===== src/rtl/mem_sram_ctrl.sv =====
// MEM-stage controller for a 16-bit asynchronous SRAM: every 32-bit load or
// store becomes two halfword accesses (low half, then high half).
//
// state | meaning
// IDLE  | no access; a request is latched and the access starts next cycle
// LO    | low halfword access, WAIT_CYCLES cycles
// HI    | high halfword access, WAIT_CYCLES cycles
// DONE  | single cycle with ready high; rdata already holds the load result
module mem_sram_ctrl #(
    parameter int          WAIT_CYCLES = 4,
    parameter logic [31:0] BASE_ADDR   = 32'd1024,
    parameter int          ADDR_W      = 18
) (
    input  logic              clk,
    input  logic              rst,
    input  logic              MEM_R_EN,
    input  logic              MEM_W_EN,
    input  logic [31:0]       address,
    input  logic [31:0]       wdata,
    output logic [31:0]       rdata,
    output logic              ready,
    output logic [ADDR_W-1:0] sram_addr,
    output logic [15:0]       sram_dq_out,
    input  logic [15:0]       sram_dq_in,
    output logic              sram_dq_oe,
    output logic              sram_we_n
);

    typedef enum logic [1:0] {
        S_IDLE,
        S_LO,
        S_HI,
        S_DONE
    } state_t;

    localparam logic [3:0] CNT_LAST = 4'(WAIT_CYCLES - 1);

    state_t            state;
    state_t            state_nxt;
    logic [3:0]        cnt;
    logic [3:0]        cnt_nxt;
    logic              req;
    logic              phase_end;
    logic              in_phase;
    logic              op_write;
    logic [15:0]       wdata_hi;
    logic [ADDR_W-2:0] word_idx;
    logic [ADDR_W-2:0] word_new;
    logic [15:0]       lo_buf;
    logic [31:0]       offset;
    logic              unused_offset_bits;

    assign req       = MEM_R_EN | MEM_W_EN;
    assign phase_end = (cnt == CNT_LAST);
    assign in_phase  = (state == S_LO) || (state == S_HI);

    // Addresses below BASE_ADDR simply wrap; the dropped bits carry no error.
    assign offset             = address - BASE_ADDR;
    assign word_new           = offset[ADDR_W:2];
    assign unused_offset_bits = ^{offset[31:ADDR_W+1], offset[1:0]};

    always_ff @(posedge clk or negedge rst) begin
        if (!rst) begin
            state <= S_IDLE;
            cnt   <= 4'd0;
        end else begin
            state <= state_nxt;
            cnt   <= cnt_nxt;
        end
    end

    always_comb begin
        state_nxt = state;
        cnt_nxt   = cnt;
        ready     = 1'b0;
        case (state)
            S_IDLE: begin
                ready   = ~req;
                cnt_nxt = 4'd0;
                if (req) begin
                    state_nxt = S_LO;
                end
            end
            S_LO: begin
                if (phase_end) begin
                    state_nxt = S_HI;
                    cnt_nxt   = 4'd0;
                end else begin
                    cnt_nxt = cnt + 4'd1;
                end
            end
            S_HI: begin
                if (phase_end) begin
                    state_nxt = S_DONE;
                    cnt_nxt   = 4'd0;
                end else begin
                    cnt_nxt = cnt + 4'd1;
                end
            end
            S_DONE: begin
                ready     = 1'b1;
                state_nxt = S_IDLE;
                cnt_nxt   = 4'd0;
            end
            default: begin
                state_nxt = S_IDLE;
                cnt_nxt   = 4'd0;
            end
        endcase
    end

    // Strobe is released on the last cycle of each phase so the address
    // never moves while WE is active.
    assign sram_dq_oe = in_phase & op_write;
    assign sram_we_n  = ~(in_phase & op_write & (cnt < CNT_LAST));

    always_ff @(posedge clk or negedge rst) begin
        if (!rst) begin
            op_write    <= 1'b0;
            wdata_hi    <= 16'd0;
            word_idx    <= '0;
            lo_buf      <= 16'd0;
            rdata       <= 32'd0;
            sram_addr   <= '0;
            sram_dq_out <= 16'd0;
        end else begin
            case (state)
                S_IDLE: begin
                    if (req) begin
                        op_write  <= MEM_W_EN;
                        wdata_hi  <= wdata[31:16];
                        word_idx  <= word_new;
                        sram_addr <= {word_new, 1'b0};
                        if (MEM_W_EN) begin
                            sram_dq_out <= wdata[15:0];
                        end
                    end
                end
                S_LO: begin
                    if (phase_end) begin
                        sram_addr <= {word_idx, 1'b1};
                        if (op_write) begin
                            sram_dq_out <= wdata_hi;
                        end else begin
                            lo_buf <= sram_dq_in;
                        end
                    end
                end
                S_HI: begin
                    if (phase_end && !op_write) begin
                        rdata <= {sram_dq_in, lo_buf};
                    end
                end
                default: begin
                end
            endcase
        end
    end

endmodule


===== config.mk =====
export PLATFORM = sky130hd
export DESIGN_NAME = mem_sram_ctrl
export DESIGN_NICKNAME = d
export VERILOG_FILES = /design/src/rtl/mem_sram_ctrl.sv
export SDC_FILE = /design/constraint.sdc
export NUM_CORES = 1
export LEC_CHECK = 0
export BUFFER_PORTS_ARGS = -buffer_cell sky130_fd_sc_hd__buf_2
export CORE_ASPECT_RATIO = 0.6
export CORE_MARGIN = 2
export CORE_UTILIZATION = 55
export DETAILED_ROUTE_END_ITERATION = 16
export GPL_TIMING_DRIVEN = 0
export PLACE_DENSITY = 0.84
export SYNTH_ARGS = -nofsm -noshare
export SYNTH_HDL_FRONTEND = slang
export SYNTH_SLANG_ARGS = --single-unit

===== constraint.sdc =====
create_clock -name clk -period 4.24 [get_ports clk]
set_input_delay 0.424 -clock clk [delete_from_list [all_inputs] [get_ports clk]]
set_output_delay 0.424 -clock clk [all_outputs]
set_load 0.03 [all_outputs]

==> impl_metrics.csv <==
group,metric,value,unit
status,status,"finished with violations",
status,violations,"negative hold slack",
clocking,cts_buffers,17,
synth,yosys.area.top_type_share,0.596,
clocking,cts_tree,"yes",
synth,synth_edf_count,0,
layout,syn_to_final_growth,27.9,%
layout,drive_gt1_frac,0.450,
critical_path,cp_cell_sequence,"inv_1 -> ha_1 -> nor3b_1 -> nor2_1 -> nor2_1 -> buf_2",
job,cap_violations,0,
layout,fin_nets,644,
pwr,power,5.88,mW
detailed_routing,drc,0,
clocking,clk_path_buf_depth,2,
layout,diodes,0,
global_route,grt_max_degree,64,
synth,syn_area_per_cell,12.9,um2
timing,hold_slack,-0.0163,ns
synth,yosys_warnings,0,
critical_path,cp_max_fo,6,
place,dp_hpwl,8400,um
timing,rsz0062_at_grt,"no",
layout,multi_input_comb_area,1930,um2
detailed_routing,via_per_inst,5.35,
global_route,grt_pass1_wl,18800,um
clocking,clock_latency,0.40,ns
synth,synth_compound_area_frac,0.0618,
critical_path,arrival,2.11,ns
detailed_routing,dr_wl_met3,766,um
synth,synth-xor-area-share,0.0137,
clocking,htreeDepth,4,
die,dieArea,10100,um2
layout,seqCellArea,3050,um2
synth,synth_nets,487,
synth,muxShareOfSynthArea,0.213,
die,io_pins,153,
clocking,postCtsSetupRepairBufs,0,
synth,synth_cell_types,37,
critical_path,critical_path.max_stage_delay,0.51,ns
synth,synth_most_common_cell,"dfrtp_1",
detailed_routing,drt_iter0_markers,256,
synth,yosys.area_share.simple,0.0716,
hold_path,hold_path.class,"in -> async",
synth,yosys_most_used_dff,"dfrtp_1",
die,die_w,129,um
clocking,cts-root-buf,"clkbuf_16",
global_route,grt_usage,0.243,
timing,report.final.slew_viol_count,0,
critical_path,path_class,"reg -> out",
layout,final_area,6550,um2
detailed_routing,vias,3645,
clocking,path_clk_slew,0.05,ns
timing,setup_viol,0,
critical_path,crit_path_end_kind,"primary output",
place,place.gp.congestion,0.951,
detailed_routing,routed_wl,11500,um
critical_path,worst_path_dominant_cell_family,"simple AND/OR/NAND/NOR gates",
timing,tns,0,ns
critical_path,cpMaxStageDelayCell,"nor3b_1",
timing,fmax,395,MHz
critical_path,reg2reg_slack,1.95,ns
die,die_h,78.7,um
timing,fin_worst_skew,0.00804,ns
pwr,power_density,898,nW/um2
place,place_area,5980,um2
die,start_util,0.561,
timing,worst_pin_slew,0.638,ns
synth,ys_seq_area_frac,0.596,
detailed_routing,ant_nets,0,
clocking,cts_hold_buffers,0,
clocking,cts.sinks,122,
detailed_routing,highest-signal-layer,"met4",
synth,async_flop_share,1.00,
global_route,grt_pass1_vias,3832,
die,row_count,27,
timing,fin_crit,2.53,ns
synth,ys_top_cells_by_count,"122 x dfrtp_1, 71 x mux2_2, 31 x nand2_1",
timing,maxSlewHeadroom,0.575,
detailed_routing,wirelength_met1,5080,um
synth,yosys_register_bits,122,
synth,yosys.area.top_type,"dfrtp_1",
detailed_routing,met2WireLength,5470,um
critical_path,required,3.82,ns
global_route,grt-ovfl-total,0,
detailed_routing,wire_per_inst,16.9,um
synth,synth_top_family_by_area,"multiplexers",
synth,syn_inst,396,
pwr,p_leak,3.16,nW
critical_path,cp_common_cell,"nor2_1",
critical_path,crit_buf_inv,2,
synth,synthTopCellsByArea,"dfrtp_1 60%, mux2_2 16%, mux2i_1 4.9%",
timing,fin_crit_sh,0.597,
layout,fillers,636,
synth,netlist_area,5120,um2
timing,hold_viol,7,
critical_path,startpoint_type,"flip-flop",
detailed_routing,dr.pass1.iters,5,
clocking,cts_resized,0,
pwr,peakVddDrop,439,uV
global_route,antenna_found_initial,0,
place,port_buffers,137,
synth,synthAdderAreaFrac,0.0171,
die,core,9120,um2
==> worst paths after layout <==
| path | start | to | cells past startpoint |
|---|---|---|---|
| worst min-delay path | rst | sram_dq_out[2]$_DFFE_PN0P_ | 1 |
| max in group asynchronous | rst | rdata[13]$_DFFE_PN0P_ | 2 |
| worst max register to register | state[0]$_DFFE_PN0P_ | sram_addr[11]$_DFFE_PN0P_ | 6 |
| worst min register to register | word_idx[12]$_DFFE_PN0P_ | word_idx[12]$_DFFE_PN0P_ | 2 |
| min in group clk | wdata[17] | wdata_hi[1]$_DFFE_PN0P_ | 2 |
| worst max-delay path | state[0]$_DFFE_PN0P_ | ready | 6 |
==> power by group <==
| group | internal, mW | switching (mW) |
|---|---|---|
| clock | 0.888 | 0.479 |
| combinational | 0.916 | 1.56 |
| sequential | 1.74 | 0.297 |
| total | 3.55 | 2.33 |
==> flip-flops by register name, summed over array words and instances, names as in the netlist <==
name         count
rdata           32
sram_addr       18
word_idx        17
lo_buf          16
sram_dq_out     16
wdata_hi        16
cnt              4
state            2
op_write         1
==> placed cells by master, fill, tap and decap left out, types with 2 or more instances in the layout <==
master / instances
o211ai_1: 4
nand3_1: 6
ha_1: 7
dfrtp_1: 122
and2_1: 3
o21ai_0: 23
nor3_1: 3
inv_1: 5
buf_2: 144
clkinv_2: 4
nor3b_1: 3
clkinvlp_4: 2
clkbuf_16: 17
nand2b_1: 2
nand2_2: 2
mux2_2: 71
mux2i_1: 25
clkbuf_8: 4
xnor2_1: 5
nor2_1: 25
buf_6: 3
a21oi_1: 21
nand2_1: 31
bufinv_16: 2
xor2_1: 3
mux2_4: 2
clkbuf_1: 11
==> kinds of logic (layout without fill, tap and decap cells) <==
group                      Yosys count  in the layout
AOI/OAI and AO/OA                   56             56
xor gates and xnor gates             8              8
adders and majority gates            7              7
buffers and inverters               24            193
DFF                                122            122
muxes                               99             99
and+or+nand+nor                     80             80
==> metal layers <==
layer,global-route usage,vias to the layer above
met5,0,-
met4,0.0989,0
met3,0.0687,21
met2,0.378,116
met1,0.325,1811
li1,-,1697
==> metrics by stage <==
stage | utilization | instances | setup WS [ns]
floorplan | - | 396 | 2.19
finish | 0.718 | 681 | 1.71
global placement | 0.652 | 649 | 1.33
CTS | 0.718 | 681 | 1.72
global route | 0.718 | 681 | 1.54
detailed placement | 0.656 | 650 | 1.97
==> area by class of cell <==
type / count / area share
clock buffer: 23 / 0.0715
sequential: 122 / 0.466
tap: 116 / 0.0222
buffer: 19 / 0.0178
multi-input combinational: 250 / 0.295
inverter: 5 / 0.00287
timing repair buffer: 138 / 0.110
clock inverter: 8 / 0.0145
Power figures use the tool's default switching activity.
